<file path="src/rtl/uncached_store_buffer.sv">
// Uncached store buffer: queues d_cache uncached stores and drains them one at a
// time as single-beat AXI writes, with an address probe for load hazard checks.
module uncached_store_buffer #(
  parameter int DEPTH = 4
) (
  input  logic        clk,
  input  logic        rst,
  input  logic        st_valid,
  output logic        st_ready,
  input  logic [31:0] st_addr,
  input  logic [31:0] st_data,
  input  logic [3:0]  st_strb,
  input  logic [2:0]  st_size,
  output logic [31:0] awaddr,
  output logic [7:0]  awlen,
  output logic [2:0]  awsize,
  output logic        awvalid,
  input  logic        awready,
  output logic [31:0] wdata,
  output logic [3:0]  wstrb,
  output logic        wlast,
  output logic        wvalid,
  input  logic        wready,
  input  logic        bvalid,
  output logic        bready,
  input  logic [31:0] chk_addr,
  output logic        chk_hit,
  output logic        empty
);

  localparam int PW = (DEPTH > 1) ? $clog2(DEPTH) : 1;
  localparam int CW = $clog2(DEPTH) + 1;

  localparam logic [1:0] IDLE   = 2'd0;
  localparam logic [1:0] SEND   = 2'd1;
  localparam logic [1:0] WAIT_B = 2'd2;

  logic [31:0]   addrMem [DEPTH];
  logic [31:0]   dataMem [DEPTH];
  logic [3:0]    strbMem [DEPTH];
  logic [2:0]    sizeMem [DEPTH];

  logic [PW-1:0] wrPtr_q, wrPtr_d;
  logic [PW-1:0] rdPtr_q, rdPtr_d;
  logic [CW-1:0] count_q, count_d;
  logic [1:0]    state_q, state_d;
  logic          awDone_q, awDone_d;
  logic          wDone_q, wDone_d;

  logic push, pop, awFire, wFire;

  // A full buffer refuses stores even if the head pops in the same cycle.
  assign st_ready = (count_q < CW'(DEPTH));
  assign push     = st_valid & st_ready;
  assign pop      = (state_q == WAIT_B) & bvalid;

  assign awvalid = (state_q == SEND) & ~awDone_q;
  assign wvalid  = (state_q == SEND) & ~wDone_q;
  assign bready  = (state_q == WAIT_B);
  assign awFire  = awvalid & awready;
  assign wFire   = wvalid & wready;

  assign awaddr = addrMem[rdPtr_q];
  assign awsize = sizeMem[rdPtr_q];
  assign awlen  = 8'd0;
  assign wdata  = dataMem[rdPtr_q];
  assign wstrb  = strbMem[rdPtr_q];
  assign wlast  = 1'b1;

  assign empty = (count_q == '0) & (state_q == IDLE);

  always_comb begin
    state_d  = state_q;
    awDone_d = awDone_q;
    wDone_d  = wDone_q;
    case (state_q)
      IDLE: begin
        if (count_q != '0) begin
          state_d  = SEND;
          awDone_d = 1'b0;
          wDone_d  = 1'b0;
        end
      end
      SEND: begin
        awDone_d = awDone_q | awFire;
        wDone_d  = wDone_q | wFire;
        if (awDone_d && wDone_d) begin
          state_d = WAIT_B;
        end
      end
      WAIT_B: begin
        if (bvalid) begin
          state_d = IDLE;
        end
      end
      default: state_d = IDLE;
    endcase
  end

  always_comb begin
    count_d = count_q + CW'(push) - CW'(pop);
    wrPtr_d = push ? wrPtr_q + PW'(1) : wrPtr_q;
    rdPtr_d = pop ? rdPtr_q + PW'(1) : rdPtr_q;
  end

  // The in-flight head stays occupied until its B response pops it.
  always_comb begin
    chk_hit = 1'b0;
    for (int i = 0; i < DEPTH; i++) begin
      if ((CW'(i) < count_q) &&
          (addrMem[rdPtr_q + PW'(i)][31:2] == chk_addr[31:2])) begin
        chk_hit = 1'b1;
      end
    end
  end

  always_ff @(posedge clk) begin
    if (rst) begin
      wrPtr_q  <= '0;
      rdPtr_q  <= '0;
      count_q  <= '0;
      state_q  <= IDLE;
      awDone_q <= 1'b0;
      wDone_q  <= 1'b0;
    end else begin
      wrPtr_q  <= wrPtr_d;
      rdPtr_q  <= rdPtr_d;
      count_q  <= count_d;
      state_q  <= state_d;
      awDone_q <= awDone_d;
      wDone_q  <= wDone_d;
    end
  end

  always_ff @(posedge clk) begin
    if (push) begin
      addrMem[wrPtr_q] <= st_addr;
      dataMem[wrPtr_q] <= st_data;
      strbMem[wrPtr_q] <= st_strb;
      sizeMem[wrPtr_q] <= st_size;
    end
  end

endmodule
</file>
<file path="config.mk">
export PLATFORM = sky130hd
export DESIGN_NAME = uncached_store_buffer
export DESIGN_NICKNAME = d
export VERILOG_FILES = /design/src/rtl/uncached_store_buffer.sv
export SDC_FILE = /design/constraint.sdc
export NUM_CORES = 1
export LEC_CHECK = 0
export BUFFER_PORTS_ARGS = -buffer_cell sky130_fd_sc_hd__buf_2
export CAP_MARGIN = 20
export CORE_UTILIZATION = 43
export CTS_CLUSTER_DIAMETER = 40
export CTS_CLUSTER_SIZE = 28
export DETAILED_ROUTE_END_ITERATION = 8
export GPL_ROUTABILITY_DRIVEN = 0
export GPL_TIMING_DRIVEN = 0
export HOLD_SLACK_MARGIN = 0.06
export PLACE_DENSITY_LB_ADDON = 0.1
export REMOVE_ABC_BUFFERS = 1
export SETUP_SLACK_MARGIN = 0.05
export SLEW_MARGIN = 20
export SYNTH_ARGS = -nofsm -noshare
export SYNTH_HDL_FRONTEND = slang
export SYNTH_SLANG_ARGS = --single-unit
</file>
<file path="constraint.sdc">
create_clock -name clk -period 3 [get_ports clk]
set_input_delay 0 -clock clk [delete_from_list [all_inputs] [get_ports clk]]
set_output_delay 0 -clock clk [all_outputs]
set_load 0.05 [all_outputs]
</file>
# == After elaboration in Yosys (flattened, before gate mapping) ==
# Memory sizes are Yosys's and may differ from the RTL's. A register that Yosys moved wholly into a read port is not among the register bits.
# Index checks and enable logic that the tools add are counted.
# totals
mem_bits_rw,284
n_memories,4
latch_bits,0
mem_bits_ro,0
inputBits,109
output_inout_bits,86
wordCells,73
regBits,11
# op_classes
eq_ne,9
div,0
muxes,21
n_lt_le_gt_ge,5
n_bitwise,11
reduce_logical,11
n_shift,0
addsub,6
multipliers,0
# memory_table
name,words,width,rd,rd_clocked_by_memory_dff,write_ports,line,rtl
addrMem,4,32,4,1,1,38,logic [31:0] addrMem [DEPTH];
dataMem,4,32,1,1,1,39,logic [31:0] dataMem [DEPTH];
strbMem,4,4,1,1,1,40,logic [3:0] strbMem [DEPTH];
sizeMem,4,3,1,1,1,41,logic [2:0] sizeMem [DEPTH];
# ops
cell,count
equality test 30 bit,4
2-to-1 mux 2 bit,11
AND 1 bit,7
2-to-1 mux 1 bit,7
"< comparator 1 x 3 -> 1 bit, first input constant",2
"< comparator 2 x 3 -> 1 bit, first input constant",2
case mux 2 bit (3 select lines),1
logical AND 1 bit,5
"adder 2 x 1 -> 2 bit, second input constant",2
"adder 2 bit, second input constant",2
"inequality test 2 x 1 -> 1 bit, second input constant",2
case mux 1 bit (2 select lines),2
adder 3 x 1 -> 3 bit,1
logical NOT 3 bit,1
"< comparator 3 bit, second input constant",1
AND reduction 3 bit,1
nonzero test 3 bit,1
subtractor 3 x 1 -> 3 bit,1
"equality test 2 x 1 -> 1 bit, second input constant",1
"equality test 2 bit, second input constant",1
logical NOT 2 bit,1
"inequality test 2 bit, second input constant",1
inverter 1 bit,2
bitwise OR 1 bit,2
2 further kinds,2

# == Logic depth before layout (Yosys ltp) ==
# Gate-level depths: netlist of the first run.
# depth
depth_word,7
depth_mapped,11
ltp_nobuf,9

# == Least setup slack after synthesis of the first run ==
# OpenSTA, ideal clock, no wires.
# synth_timing
kind,flip-flop to flip-flop
start,register count_q[2]
end,"memory addrMem[1][0], enable pin"
path_stages_with_launch,4
arrival_ns,2.327
path_slack_ns,0.236
cell_sequence,dfxtp_1 -> nor2b_1 -> clkbuf_1 -> and2_1
# synth_between
elab_chain_len,4
# synth_rtl
item,line,rtl
"start, declared",45,"logic [CW-1:0] count_q, count_d;"
"start signal, assigned",128,count_q <= count_d;
< comparator 3 bit,53,assign st_ready = (count_q < CW'(DEPTH));
AND 1 bit,54,assign push = st_valid & st_ready;
2-to-1 mux 1 bit,136,if (push) begin
2-to-1 mux 1 bit (not written as such),137,addrMem[wrPtr_q] <= st_addr;
"end, declared",38,
# Every way passes these cells.

# == Worst setup path after layout of the first run ==
# layout_timing
start,register rdPtr_q[0]
end,output chk_hit
# layout_between
elab_chain_len,7
elab_cells_between_ends,13
classes_between,add/sub: 3; eq/ne: 3; mux: 3; reduce/logical: 3; memory: 1
# layout_rtl
item,line,rtl
"start, declared",44,"logic [PW-1:0] rdPtr_q, rdPtr_d;"
"start signal, assigned",127,rdPtr_q <= rdPtr_d;
adder 2 x 1 -> 2 bit,111,(addrMem[rdPtr_q + PW'(i)][31:2] == chk_addr[31:2])) begin
memory read (4 x 32 bit) *,-,
equality test 30 bit,111,
logical AND 1 bit,110,if ((CW'(i) < count_q) &&
2-to-1 mux 1 bit (2 in series),110,
2-to-1 mux 1 bit *,110,
"end, declared",27,"output logic chk_hit,"
# Mark *: on every way between the ends. The rest lies on a longest branch, timed or not.

==> results of run 1 <==
[cell type report]
class                      instances  area, um^2
clock buffer                      46        1100
sequential                       297        8800
multi-input combinational        530        6040
inverter                           9        33.8
antenna                            2        5.00
tap                              448         561
fill                            2627       14200
timing repair buffer             310        2590
clock inverter                    33         447
[cell usage in the layout, fill, tap and decap left out, types with 11 or more instances in the layout]
cell,n
nor2_1,33
xnor2_2,13
buf_4,18
mux4_2,106
mux2i_4,11
o21ai_0,12
dlygate4sd3_1,78
buf_16,12
edfxtp_1,284
xor2_1,19
mux2i_1,74
nand2_1,11
nand4_1,19
mux2i_2,14
a21oi_1,27
clkbuf_16,47
buf_2,182
xnor2_1,69
[report_power, final]
| group | leakage, nW | internal [mW] | switching, mW |
|---|---|---|---|
| Combinational | 3.01 | 1.09 | 2.05 |
| Clock | 0.727 | 3.32 | 1.95 |
| Sequential | 2.71 | 5.06 | 0.217 |
[metrics by stage]
step	setup slack, ns	instance area, um^2	power, mW	setup TNS, ns
finish	-0.112	19600	13.7	-0.112
global route	-0.124	19600	14.2	-0.124
CTS	-0.0800	19200	13.7	-0.0800
detailed placement	-0.209	16300	8.25	-0.209
global placement	-4.66	16000	8.27	-647.28
floorplan	-2.63	14500	7.33	-78.11
[worst max-delay path, stage by stage (launching register included)]
cell and delay, ns:
dfxtp_4 0.42, buf_12 0.19, buf_16 0.16, mux2i_4 0.24
mux2i_1 0.11, xnor2_1 0.35, nand4_1 0.23, nor4_2 0.35
nand3_1 0.12, nand4_1 0.19, buf_6 0.19
[per-layer routing]
metal	share of wire (%)	vias to the layer above	wire (um)	global-route usage (%)
met3	7.9	68	3230	5.76
met4	2.4	2	986	6.85
li1	-	4230	-	-
met2	48	404	19700	37.0
met1	42	4823	17000	30.2
met5	0.042	-	17	0
[cell families after synthesis]
| group | share of synthesized area (%) |
|---|---|
| flip-flops | 59.0 |
| XOR/XNOR | 6.00 |
| AND/OR/NAND/NOR | 3.64 |
| AO/OA/AOI/OAI | 4.27 |
| buffers and inverters | 3.03 |
| other | 0.0505 |
| multiplexers | 23.2 |
| adder cells (fa/ha/maj) | 0.807 |
[sequential cells by signal, indices dropped and copies added (netlist names), 2 cells and up, named ones only]
name and cells:
state_q 2, dataMem 128, count_q 3, strbMem 16
rdPtr_q 2, addrMem 128, wrPtr_q 2, sizeMem 12
[worst max path at each step]
stage               start      end  slack, ns  cells past startpoint
2_1_floorplan  rdPtr_q[0]  chk_hit      -2.63                      7
3_3_place_gp   rdPtr_q[0]  chk_hit      -4.66                      8
3_5_place_dp   rdPtr_q[0]  chk_hit      -0.21                      9
4_1_cts        rdPtr_q[0]  chk_hit      -0.08                      9
5_1_grt        rdPtr_q[0]  chk_hit      -0.12                     11
6_report       rdPtr_q[0]  chk_hit      -0.11                     10
[repair_timing]
| item | in CTS | in global routing |
|---|---|---|
| resized for setup | 39 | 38 |
| hold buffers | 78 | 0 |
| buffers inserted | 22 | 5 |
| setup endpoints to repair | 1 | 1 |
| endpoints found under the hold margin | 297 | 0 |
| gates cloned | 6 | 4 |
| pin swaps | 15 | 7 |
==> impl_results.md, run 1 <==
* Kind of critical path: reg2out
* Count leader, synth: edfxtp_1
* Fin nets at 1309
* FF+latch count, synth at 297
* Root buffer cell: clkbuf_16
* Die width at ~190 um
* Synth cell types at 49
* Setup crit start kind: register
* Sequential area share after synthesis at 59.0%
* Placed cells at 1479
* First-pass GRT wire length at about 60 mm
* Post-synth EDFFs at 284
* Vias in the first global route at 9842
* Crit path arrival time at a little over 3 ns
* Final Worst Setup Slack at -0.112 ns
* Syn avg cell area at 16.4 um^2
* Share of cells above drive strength 1 at 38.6%
* Post-route minimum period at between 3 and 4 ns
* Clock Sink Count at a little under 300
* Drt wl/cell at between 20 and 25 um
* Routed Antenna Nets at 0
* Most common library cells after synthesis: edfxtp_1 (284), mux4_2 (106), mux2i_1 (99), xnor2_1 (83), nor2_1 (33)
* Final hold slack at 0.191 ns
* Vias per cell at about 5.7
* Max-capacitance violation count at 0
* Top FF cell, synth: edfxtp_1
* Core area at approximately 0.034 mm^2
* TritonRoute pass-1 iters at 5
* Largest net degree at the start of global routing at 41
* Gr ovfl total at 0
* Post-synthesis async set-or-reset flop share at 0%
* Drt total wl at 40.9 mm
* Clock Tree Buf Depth at 3
* CP Max Fanout at 7
* Clk_lat worst skew at around 0.56 ns
* Fin util at 57.9%
* Hold Path Cell Cnt at 2
* Fmax at 321 MHz
* Synth top area share at 57.3%
* Post-synth top area cell: edfxtp_1
* Reg2reg end: count_q[2]
* RSZ-0062 raised after global routing: true
* Maximum vdd drop at 0.000542 V
* Worst Hold Class: in2reg
* Power per cell area at 699 mW/mm^2
* Worst Max-Slew Pin Slew at 0.707 ns
* Clock skew at 0.0231 ns
* Synthesized netlist cell count at 906
* Hold Vio Cnt, Final at 0
* Reg2Reg Depth at 9
* Reg2reg start: count_q[2]
* H-tree levels at 2
* Fin cells at roughly 1.7k
* Starting Density at between 40% and 50%
* Vias at 9527
* Gr usage total at approximately 23%
* Layout area overhead at 31.5%
* Post-DP HPWL at 25.9 mm
* Die height at 188 um
* Clock Pin Slew Worst Setup and Hold Paths at 0.06 ns
* IO Pins at 195
* Flop2flop setup slack at between 0.8 and 0.9 ns
* Rel. slew slack at about 53%
* Synthesized cell area at 0.0149 mm^2
* DRC at 0
* Final Cycle Share at 104%
* Failing checks: negative setup slack
* Setup violations, final at 1
* Port-buffer cells at between 150 and 200
* Worst setup EP type: output port
* Synth area leaders: edfxtp_1 (57%), mux4_2 (16%), mux2i_1 (6.7%)
* Die area at 0.0354 mm^2
* Total CTS buffers at 43
* Yosys warns at 0
* Initial antenna violation count at 3
* Floorplan row count at 67
* Fin. max-slew vios at 0
* Hold Path End: dataMem[0][17]
* CP required at 3.00 ns
* Initial DRC count at a little over 700
* Run status: finished, violations left
* Lkg Pwr at 6.44 nW
* CTS tree: done
* Worst Hold Launch: st_data[17]
Power figures use the tool's default switching activity.
==> run 2: changes to the inputs <==
==> constraint.sdc (replaced) <==
create_clock -name clk -period 3 [get_ports clk]
set_input_delay 0 -clock clk [delete_from_list [all_inputs] [get_ports clk]]
set_output_delay 0 -clock clk [all_outputs]
set_load 0.1 [all_outputs]
==> impl_results.md, run 2 (same netlist as run 1, synthesis figures left out) <==
* Run status: finished, violations left (unchanged)
* Failing checks: negative setup slack (unchanged)
* Maximum vdd drop at 0.000617 V (was 0.000542 V)
* Met3 wire len at 2.95 mm (was 3.23 mm)
* IO Pins at 195 (unchanged)
* Die height at 188 um (unchanged)
* CP Max Fanout at 10 (was 7)
* Gr usage total at 22.9% (was 22.8%)
* Post-route minimum period at 3.20 ns (was 3.11 ns)
* Total power at 14.5 mW (was 13.7 mW)
* Largest regs: addrMem x128, dataMem x128, strbMem x16 (unchanged)
* Fin nets at 1302 (was 1309)
* Initial antenna violation count at 3 (unchanged)
* DRC at 0 (unchanged)
* Core area at 0.0338 mm^2 (unchanged)
* Root buffer cell: clkbuf_16 (unchanged)
* Hold Vio Cnt, Final at 0 (unchanged)
* Vias per cell at 5.66 (was 5.69)
* Setup crit start kind: register (unchanged)
* Floorplan row count at 67 (unchanged)
* Fin. max-slew vios at 0 (unchanged)
* Clock Pin Slew Worst Setup and Hold Paths at 0.06 ns (about the same)
* Routed Antenna Nets at 0 (unchanged)
* Die width at 188 um (unchanged)
* Most frequent cells in the layout: edfxtp_1 (284), buf_2 (182), mux4_2 (106) (unchanged)
* Multi-input gate area at 0.00598 mm^2 (was 0.00604 mm^2)
* Commonest non-fill, non-tap cell in the layout: edfxtp_1 (unchanged)
* Power per cell area at 748 mW/mm^2 (was 699 mW/mm^2)
* Worst Max-Slew Pin Slew at 0.706 ns (was 0.707 ns)
* Initial DRC count at 656 (was 716)
* Clock skew at 0.0215 ns (was 0.0231 ns)
* FILL cells at 2655 (was 2627)
* Final Cycle Share at 107% (was 104%)
* Switching Share at 34.9% (was 30.8%)
* Fmax at 313 MHz (was 321 MHz)
* Sum Neg Setup Slack at -0.198 ns (was -0.112 ns)
* Reg power frac at 36.3% (was 38.6%)
* Drt total wl at 40.1 mm (was 40.9 mm)
* Post-DP HPWL at 25.9 mm (unchanged)
* Vias in the first global route at 9868 (was 9842)
* Worst Hold Class: in2reg (unchanged)
* Total CTS buffers at 43 (unchanged)
* First-pass GRT wire length at 60.0 mm (was 59.8 mm)
* Port-buffer cells at 183 (unchanged)
* CP required at 3.00 ns (about the same)
* Final Worst Setup Slack at -0.198 ns (was -0.112 ns)
* Gate power share at 27.5% (was 23.0%)
* Max-capacitance violation count at 0 (unchanged)
* Layout area overhead at 30.4% (was 31.5%)
* RSZ-0062 raised after global routing: true (unchanged)
* Storage cell area at 0.00880 mm^2 (unchanged)
* Kind of critical path: reg2out (unchanged)
* Rel. slew slack at 52.9% (was 52.8%)
* Gr ovfl total at 0 (unchanged)
* Setup violations, final at 1 (unchanged)
* Highest routed layer: met5 (unchanged)
* Starting Density at 44.1% (unchanged)
* WL met2 at 19.4 mm (was 19.7 mm)
* Clock power frac at 36.2% (was 38.5%)
* H-tree levels at 2 (unchanged)
* Clock Tree Buf Depth at 3 (unchanged)
* Clock Sink Count at 297 (unchanged)
* CTS tree: done (unchanged)
* M1 wire length at 16.8 mm (was 17.0 mm)
* Lkg Pwr at 6.37 nW (was 6.44 nW)
* Crit path arrival time at 3.20 ns (was 3.11 ns)
* TritonRoute pass-1 iters at 5 (unchanged)
* Drt wl/cell at 24.1 um (was 24.4 um)
* Share of cells above drive strength 1 at 37.8% (was 38.6%)
* Largest net degree at the start of global routing at 41 (unchanged)
* Clk_lat worst skew at 0.56 ns (about the same)
* Die area at 0.0354 mm^2 (unchanged)
* Worst setup EP type: output port (unchanged)
* Vias at 9437 (was 9527)
* Sw power at 5.08 mW (was 4.22 mW)
* Cell Int Power at 9.45 mW (was 9.47 mW)
## run 2: changes by cell type in the layout (fill, tap and decap cells not counted), moves of 2 or more
cell and delta:
buf_6 -2, buf_8 +2, xnor2_1 +4, mux2i_4 -2
buf_4 -4, xnor2_2 -3, clkbuf_16 -4
## run 2: layout make-up
cell class,count,area share (%)
sequential,297,45.3
tap,448,2.89
clock inverter,33,2.30
clock buffer,46,5.65
multi-input combinational,530,30.8
timing repair buffer,303,12.8
inverter,9,0.174
antenna,2,0.0258
## run 2: final timing paths
check,from,endpoint,slack [ns],cells past startpoint
min reg2reg,wDone_q,wDone_q,0.51,2
min,st_data[18],dataMem[1][18],0.19,2
max,rdPtr_q[0],chk_hit,-0.20,10
max reg2reg,count_q[2],count_q[2],0.83,9
## run 2: per-stage QoR
step                instance area [um^2]  worst slack, ns  hold WS (ns)  utilization [%]  cells
floorplan                          14500            -3.52        0.0667                -    836
global placement                   16000            -4.82         0.214             47.3   1467
detailed placement                 16300           -0.373         0.216             48.2   1479
CTS                                19300           -0.138         0.166             57.0   1666
global route                       19400           -0.217         0.177             57.4   1666
finish                             19400           -0.198         0.194             57.5   1668
## run 2: critical path: stages, from the launching register on
cell and delay, ns:
dfxtp_4 0.42, buf_12 0.17, buf_12 0.12, bufbuf_16 0.28, mux2i_1 0.37, xor2_1 0.22
o2111ai_1 0.15, o31ai_2 0.30, nand4_1 0.14, nand4_1 0.22, buf_8 0.24
## run 2: routing by layer
layer  up-vias  GRT usage (%)
li1       4213              -
met1      4774           30.4
met2       378           37.2
met3        70           5.67
met4         2           6.66
met5         -              0
## run 2: power by group through the flow
stage / Sequential [mW] / Clock [mW] / Combinational, mW
after floorplan: 5.36 / 0 / 2.84
after global placement: 5.48 / 0 / 3.66
after detailed placement: 5.37 / 0 / 3.75
after CTS: 5.27 / 5.36 / 3.99
after global routing: 5.32 / 5.53 / 4.16
final: 5.28 / 5.26 / 3.99
## run 2: timing repair
action,CTS,global route
resized for setup,39,28
cloned,7,0
buffers inserted,23,0
hold buffers,78,0
hold endpoints to repair,297,0
setup endpoints to repair,1,1
pin swaps,16,2
